[config.mk]
export PLATFORM = sky130hd
export DESIGN_NAME = transmitter_uart
export DESIGN_NICKNAME = d
export VERILOG_FILES = /design/src/rtl/transmitter_uart.sv
export SDC_FILE = /design/constraint.sdc
export NUM_CORES = 1
export LEC_CHECK = 0
export ABC_AREA = 0
export CORE_UTILIZATION = 49
export CTS_CLUSTER_DIAMETER = 100
export CTS_CLUSTER_SIZE = 25
export DETAILED_ROUTE_END_ITERATION = 7
export HOLD_SLACK_MARGIN = 0.06
export PLACE_DENSITY = 0.84
export SETUP_SLACK_MARGIN = 0.02
export SLEW_MARGIN = 15
export SYNTH_ARGS = -nofsm -noshare
export SYNTH_HDL_FRONTEND = slang
export SYNTH_SLANG_ARGS = --single-unit
[constraint.sdc]
create_clock -name clk -period 1.8 [get_ports clk]
set_clock_uncertainty 0.1 [all_clocks]
set_input_delay 0.18 -clock clk [delete_from_list [all_inputs] [get_ports clk]]
set_output_delay 0.18 -clock clk [all_outputs]
set_load 0.02 [all_outputs]
[src/rtl/transmitter_uart.sv]
// Transmit-only UART: 8 data bits LSB first, optional even/odd parity, one stop bit,
// 16 x16-oversample ticks per bit. All outputs come straight from flip-flops.
`timescale 1ns/1ps
module transmitter_uart (
  input  logic       clk,
  input  logic       rst_n,
  input  logic       i_Clock,
  input  logic       tx_start,
  input  logic [7:0] data_out_tx,
  input  logic       parity_mode,
  input  logic       parity_enable,
  output logic       tx,
  output logic       tx_busy,
  output logic       tx_done_tick
);

  typedef enum logic [2:0] {
    StIdle,
    StStart,
    StData,
    StParity,
    StStop
  } state_e;

  state_e     state_q, state_d;
  logic [3:0] s_q, s_d;
  logic [2:0] n_q, n_d;
  logic [7:0] shift_q, shift_d;
  logic [7:0] data_q, data_d;
  logic       mode_q, mode_d;
  logic       en_q, en_d;
  logic       tx_q, tx_d;
  logic       busy_q, busy_d;
  logic       done_q, done_d;

  logic       bit_end;
  logic       parity_bit;

  assign bit_end = i_Clock && (s_q == 4'd15);

  // Even mode makes the total count of ones even; odd mode makes it odd.
  assign parity_bit = mode_q ? (^data_q) : (~^data_q);

  always_ff @(posedge clk or negedge rst_n) begin
    if (!rst_n) begin
      state_q <= StIdle;
      s_q     <= 4'd0;
      n_q     <= 3'd0;
      shift_q <= 8'd0;
      data_q  <= 8'd0;
      mode_q  <= 1'b0;
      en_q    <= 1'b0;
      tx_q    <= 1'b1;
      busy_q  <= 1'b0;
      done_q  <= 1'b0;
    end else begin
      state_q <= state_d;
      s_q     <= s_d;
      n_q     <= n_d;
      shift_q <= shift_d;
      data_q  <= data_d;
      mode_q  <= mode_d;
      en_q    <= en_d;
      tx_q    <= tx_d;
      busy_q  <= busy_d;
      done_q  <= done_d;
    end
  end

  always_comb begin
    state_d = state_q;
    s_d     = s_q;
    n_d     = n_q;
    shift_d = shift_q;
    data_d  = data_q;
    mode_d  = mode_q;
    en_d    = en_q;
    done_d  = 1'b0;

    // The 4-bit tick counter wraps 15 -> 0 exactly on the bit boundary.
    if (state_q != StIdle && i_Clock) begin
      s_d = s_q + 4'd1;
    end

    case (state_q)
      StIdle: begin
        if (tx_start) begin
          shift_d = data_out_tx;
          data_d  = data_out_tx;
          mode_d  = parity_mode;
          en_d    = parity_enable;
          s_d     = 4'd0;
          n_d     = 3'd0;
          state_d = StStart;
        end
      end
      StStart: begin
        if (bit_end) begin
          state_d = StData;
        end
      end
      StData: begin
        if (bit_end) begin
          shift_d = {1'b0, shift_q[7:1]};
          if (n_q == 3'd7) begin
            state_d = en_q ? StParity : StStop;
          end else begin
            n_d = n_q + 3'd1;
          end
        end
      end
      StParity: begin
        if (bit_end) begin
          state_d = StStop;
        end
      end
      StStop: begin
        if (bit_end) begin
          state_d = StIdle;
          done_d  = 1'b1;
        end
      end
      default: begin
        state_d = StIdle;
      end
    endcase

    // Line level is decoded from the next state so tx lands in a flop with the state.
    tx_d = 1'b1;
    unique case (state_d)
      StIdle:   tx_d = 1'b1;
      StStart:  tx_d = 1'b0;
      StData:   tx_d = shift_d[0];
      StParity: tx_d = parity_bit;
      StStop:   tx_d = 1'b1;
      default:  tx_d = 1'b1;
    endcase

    busy_d = (state_d != StIdle);
  end

  assign tx           = tx_q;
  assign tx_busy      = busy_q;
  assign tx_done_tick = done_q;

endmodule

## Word level (Yosys, flattened, before mapping)

Cells that the tools add are included.
W data, S select, Z words.

- $add $sub $neg: 2
- Eq/ne operators: 12
- Muxes and demuxes: 22
- Reductions and logical operators: 11

Operators by type and width:

| operator | number |
|---|---|
| $mux W3 | 10 |
| $mux W8 | 2 |
| $pmux W8 S2 | 1 |
| $pmux W3 S5 | 1 |
| $eq A3 B2 Y1 const B | 4 |
| $mux W4 | 3 |
| $reduce_xnor A8 Y1 | 1 |
| $reduce_xor A8 Y1 | 1 |
| $eq A3 B1 Y1 const B | 2 |
| $eq A3 B3 Y1 const B | 2 |
| $ne A2 B2 Y1 const B | 3 |
| $pmux W3 S2 | 1 |
| $reduce_bool A3 Y1 | 2 |
| $add A4 B1 Y4 const B | 1 |
| $eq A4 B4 Y1 const B | 1 |
| $reduce_and A4 Y1 | 1 |
| $add A3 B1 Y3 const B | 1 |
| $logic_not A3 Y1 | 1 |
| $mux W1 | 3 |
| $pmux W1 S3 | 1 |
| $reduce_and A3 Y1 | 1 |
| $logic_and A1 B1 Y1 | 2 |
| $reduce_and A2 Y1 | 1 |
| $reduce_bool A2 Y1 | 1 |

- Bits in registers: 31
- Input bits: 14
- Output and inout port bits: 3
- Logic and storage cells: 58

## Longest topological paths before layout

- Depth in word-level cells: 6
- Gate-level depth with buffers: 7
- Mapped depth without buffers: 7

## Worst setup path after synthesis

Ideal clock, no wire load.

- Path kind: register -> register
- From: register s_q[0]
- To: register tx_q, in the netlist tx
- Library setup time: 0.098 ns
- Arrival: 1.635 ns
- Data required time: 1.602 ns
- Setup slack: -0.033 ns
- Stages on the path, launching flop included: 7
- Buffers on the path: 0
- Period minus slack after synthesis: 1.833 ns
- Cell sequence: dfrtp_1 > ha_1 > nand4_1 > a2bb2oi_2 > a221o_1 > nor3b_2 > a21oi_1

- Elaborated cells between the ends (all ways): 13
- Those cells by class: eq/ne: 4; mux: 8; reduce/logical: 1

RTL lines:

| element | line | RTL |
|---|---|---|
| start, declared | 26 | `logic [3:0] s_q, s_d;` |
| start signal, assigned | 47 | `s_q <= 4'd0;` |
| start signal, assigned | 58 | `s_q <= s_d;` |
| $eq A4 B4 Y1 | 39 | `assign bit_end = i_Clock && (s_q == 4'd15);` |
| $logic_and A1 B1 Y1 | 39 |  |
| $mux W8 | 103 | `if (bit_end) begin` |
| $pmux W8 S2 | 85 | `case (state_q)` |
| via shift_d[0] | 28 | `logic [7:0] shift_q, shift_d;` |
| $pmux W1 S3 | 130 | `unique case (state_d)` |
| via tx_d | 32 | `logic tx_q, tx_d;` |
| end signal, assigned | 64 | `tx_q <= tx_d;` |
| end, declared | 32 |  |

The timed path passes the listed nets, and every way through them passes these cells. The select of a mux whose other input is x is not followed.
A chain may end at the register's enable or synchronous reset.

## Final worst setup path

- From: register state_q[2]
- To: register tx_q, in the netlist tx

- Elaborated cells between the ends (all ways): 17
- Those cells by class: eq/ne: 7; mux: 9; reduce/logical: 1

RTL lines:

| element | line | RTL |
|---|---|---|
| start, declared | 25 | `state_e state_q, state_d;` |
| start signal, assigned | 46 | `state_q <= StIdle;` |
| start signal, assigned | 57 | `state_q <= state_d;` |
| $eq A3 B2 Y1 or $logic_not A3 Y1 (tied branches) | 85 |  |
| $pmux W8 S2 * | 85 |  |
| via shift_d[0] | 28 |  |
| $pmux W1 S3 * | 130 |  |
| via tx_d | 32 |  |

Mark *: on every way through the listed nets, which the timed path passes. The rest lies on a longest branch.

==> results by group <==
Synthesis
  – Mapped Cells: roughly 140
  – Syn avg cell area: slightly above 10 um^2
  – Largest cells by area after synthesis: dfrtp_1, nand2_1, xnor2_1, ha_1, xor2_1
  – Top_reg_cell synth: dfrtp_1
  – Synth warn: 0
  – Most frequent cell after synthesis: nand2_1
  – Post-synthesis cell area: 1440 um^2
  – Cell taking the most area after synthesis: dfrtp_1
  – Syn Nets: 156
  – Register bit count reported by yosys: 31
  – Synth cell types: 35
  – Number of synthesized flops with an enable pin: 0
  – Seq/Total Area, Yosys: 0.541
  – Yosys top cell area share: 0.523
  – Async set-reset flop share out of synthesis: 1.00
  – Synth top cells by count: nand2_1, dfrtp_1, nand3_1, nor2_1

GRT
  – GRT overflow: 0
  – Number of global-route vias before repair: 1161
  – Initial antenna violation count: 0
  – Tot GR Track Use: 0.215
  – Largest net degree at the start of global routing: 32
  – First-pass GRT wire length: around 5000 um

Routing
  – Initial drt markers: a little over 40
  – First-pass iteration count of the detailed router: 4
  – Vias/cell: 5.39
  – Remaining design rule violation count: 0
  – Post-route ant nets: 0
  – Total Wirelength: around 2900 um
  – Per-cell routed wire length: ~14 um
  – Via count: between 1000 and 1500

Outcome
  – Status: finished, final reports clean

Setup path
  – Ordered cell list for the critical path: or3b_4 -> a2bb2oi_2 -> a221o_1 -> nor3b_2 -> a21oi_1
  – Critical Path RT: around 2.0 ns
  – Max stage delay cell, worst path: dfrtp_2
  – CP Launch Point: state_q[2]
  – Worst setup SP type: flip-flop
  – Reg-to-Reg End: tx
  – Crit Path Max Fanout: 7
  – CP Capture Type: flip-flop
  – Worst Path Arrival: 1.91 ns
  – Critical path class: reg -> reg
  – R2R Path Start: state_q[2]
  – Worst path max stage delay: around 0.46 ns
  – Reg2reg path depth: 5
  – Worst R2R Setup Slack: roughly 0.054 ns
  – CP endpoint: tx

Power and ir drop
  – Internal power: between 1 and 1.5 mW
  – Total power: between 1.5 and 2 mW
  – P_leak: approximately 0.9 nW
  – Power Density: 1030 nW/um^2
  – Comb pwr share: 0.262
  – VDD IR max: about 0.77 mV
  – Switching power total: 0.564 mW
  – Net Sw Frac: 0.302
  – Clock power frac: 0.204
  – Seq pwr share: 0.534

Finish
  – # nets final: approximately 200
  – Synth-to-layout area growth: 26.4%
  – Ant diodes: 0
  – # fillers: roughly 240
  – Fraction of layout cells with a size suffix above 1: 0.201

STA
  – Unrepaired setup endpoints after global routing: false
  – Setup Viol. Count Final: 0
  – Final period util: 0.970
  – Slew headroom: 0.744
  – Setup TNS Final: 0 ns
  – Final hold vios: 0
  – Fmax: 573 MHz
  – Worst slew pin tran: 0.383 ns
  – Final Critical Period: roughly 1.7 ns
  – Slew Limit Fails: 0

Clock tree
  – Clk slew on worst S/H paths: 0.09 ns
  – Htree depth: 2
  – CTS tree: yes
  – Clock Latency Late Sink: about 0.34 ns
  – TritonCTS buffer count: 5
  – Sink Count: 31
  – CTS Hold Bufs: 0
  – CTS max path bufs: 2
  – Clk root buf: clkbuf_4

Placement
  – I/O Buffers: 16
  – RePlAce Congestion: 0.811
  – HPWL Detailed: between 2000 and 2500 um

Floorplanning
  – Boundary Pins: 17
  – Die Span X: 56.1 um
  – Initial Util: 0.521
  – # rows: 19
  – Die span in y: 56.1 um
  – Die ar.: approximately 3200 um^2
  – Core area: 2760 um^2

Min path
  – Tightest Hold Check Type: in -> async

Run
  – # Max-Cap Violations: 0
placed cells by master (no fill, tap or decap):
cell / instances
nand2b_1: 3
xnor3_1: 1
a21oi_1: 5
and2_1: 2
mux2i_1: 1
inv_1: 3
ha_2: 1
a21o_1: 2
nor4b_2: 1
a221o_1: 2
clkbuf_1: 3
nor2_2: 1
and4_1: 1
nor2_1: 6
xor2_1: 4
clkdlybuf4s50_1: 16
nor3_1: 2
nand2_1: 37
and3_1: 1
mux2_2: 2
o22ai_2: 1
xnor2_1: 5
buf_4: 19
nor3b_2: 1
a2bb2oi_2: 1
dfstp_2: 1
dfrtp_1: 28
dfrtp_2: 2
clkbuf_4: 5
or3_1: 1
ha_1: 2
nand4_1: 3
or3b_4: 1
nor2b_1: 1
a22oi_1: 2
o21ai_0: 5
a221oi_1: 1
nand3_1: 6
metrics by stage:
stage,hold slack (ns),util,setup slack (ns),instances,cell area (um^2)
2_1_floorplan,-0.216,-,-0.0291,139,1440
5_1_grt,0.133,0.658,0.0150,210,1820
3_5_place_dp,0.367,0.626,-0.0359,198,1730
6_report,0.112,0.658,0.0542,210,1820
3_3_place_gp,0.360,0.626,0.0345,198,1730
4_1_cts,0.131,0.644,0.0238,206,1780
per-layer routing:
metal,vias to the layer above,global-route usage,wire (um),share of wire
met1,552,0.246,1320,0.45
met3,8,0.0535,98,0.034
met2,20,0.364,1440,0.49
li1,551,-,-,-
met4,0,0.122,71,0.024
met5,-,0,0,0
cell type report:
cell class              instances  area [um^2]  share of cell area
inverters                       3         11.3             0.00620
well taps                      31         38.8              0.0214
multi-input cells             102          634               0.349
repair buffers                 35          303               0.167
clock buffers                   8         48.8              0.0269
flip-flops and latches         31          779               0.429
worst min path at each step:
stage / startpoint / end / slack, ns
3_3_place_gp: shift_q[7] / shift_q[7] / 0.36
4_1_cts: rst_n / s_q[2] / 0.13
6_report: rst_n / tx_busy / 0.11
3_5_place_dp: shift_q[7] / shift_q[7] / 0.37
2_1_floorplan: rst_n / data_q[0] / -0.22
5_1_grt: rst_n / s_q[1] / 0.13
flip-flops by register name, summed over array words and instances, names as in the netlist:
| register | count |
|---|---|
| n_q | 3 |
| mode_q | 1 |
| data_q | 8 |
| tx_done_tick | 1 |
| s_q | 4 |
| shift_q | 8 |
| en_q | 1 |
| tx_busy | 1 |
| state_q | 3 |
| tx | 1 |
what timing repair did:
item	4_1_cts	5_1_grt
gates resized for setup	2	2
buffers inserted	0	4
pin swaps	1	1
endpoints found under the setup margin	1	3
cell families (layout without fill, tap and decap cells):
family | after synthesis | count (layout) | share of synthesized area
AO/OA/AOI/OAI | 19 | 19 | 0.0906
XOR/XNOR | 10 | 10 | 0.0706
adder cells (fa/ha/maj) | 3 | 3 | 0.0261
buffers and inverters | 6 | 46 | 0.0235
flip-flops | 31 | 31 | 0.541
multiplexers | 3 | 3 | 0.0226
AND/OR/NAND/NOR | 67 | 67 | 0.226
critical path: cells and delay by family (launching register included):
family | cells | cell delay (ns)
flip-flops | 1 | 0.46
AO/OA/AOI/OAI | 3 | 0.53
AND/OR/NAND/NOR | 2 | 0.58
power by group through the flow:
stage | Combinational [mW] | Clock [mW] | Sequential (mW)
6_report | 0.489 | 0.381 | 0.996
5_1_grt | 0.552 | 0.437 | 1.02
3_5_place_dp | 0.475 | 0 | 1.01
2_1_floorplan | 0.290 | 0 | 1.00
3_3_place_gp | 0.433 | 0 | 0.995
4_1_cts | 0.476 | 0.391 | 0.996
(Power assumes the default switching activity.)
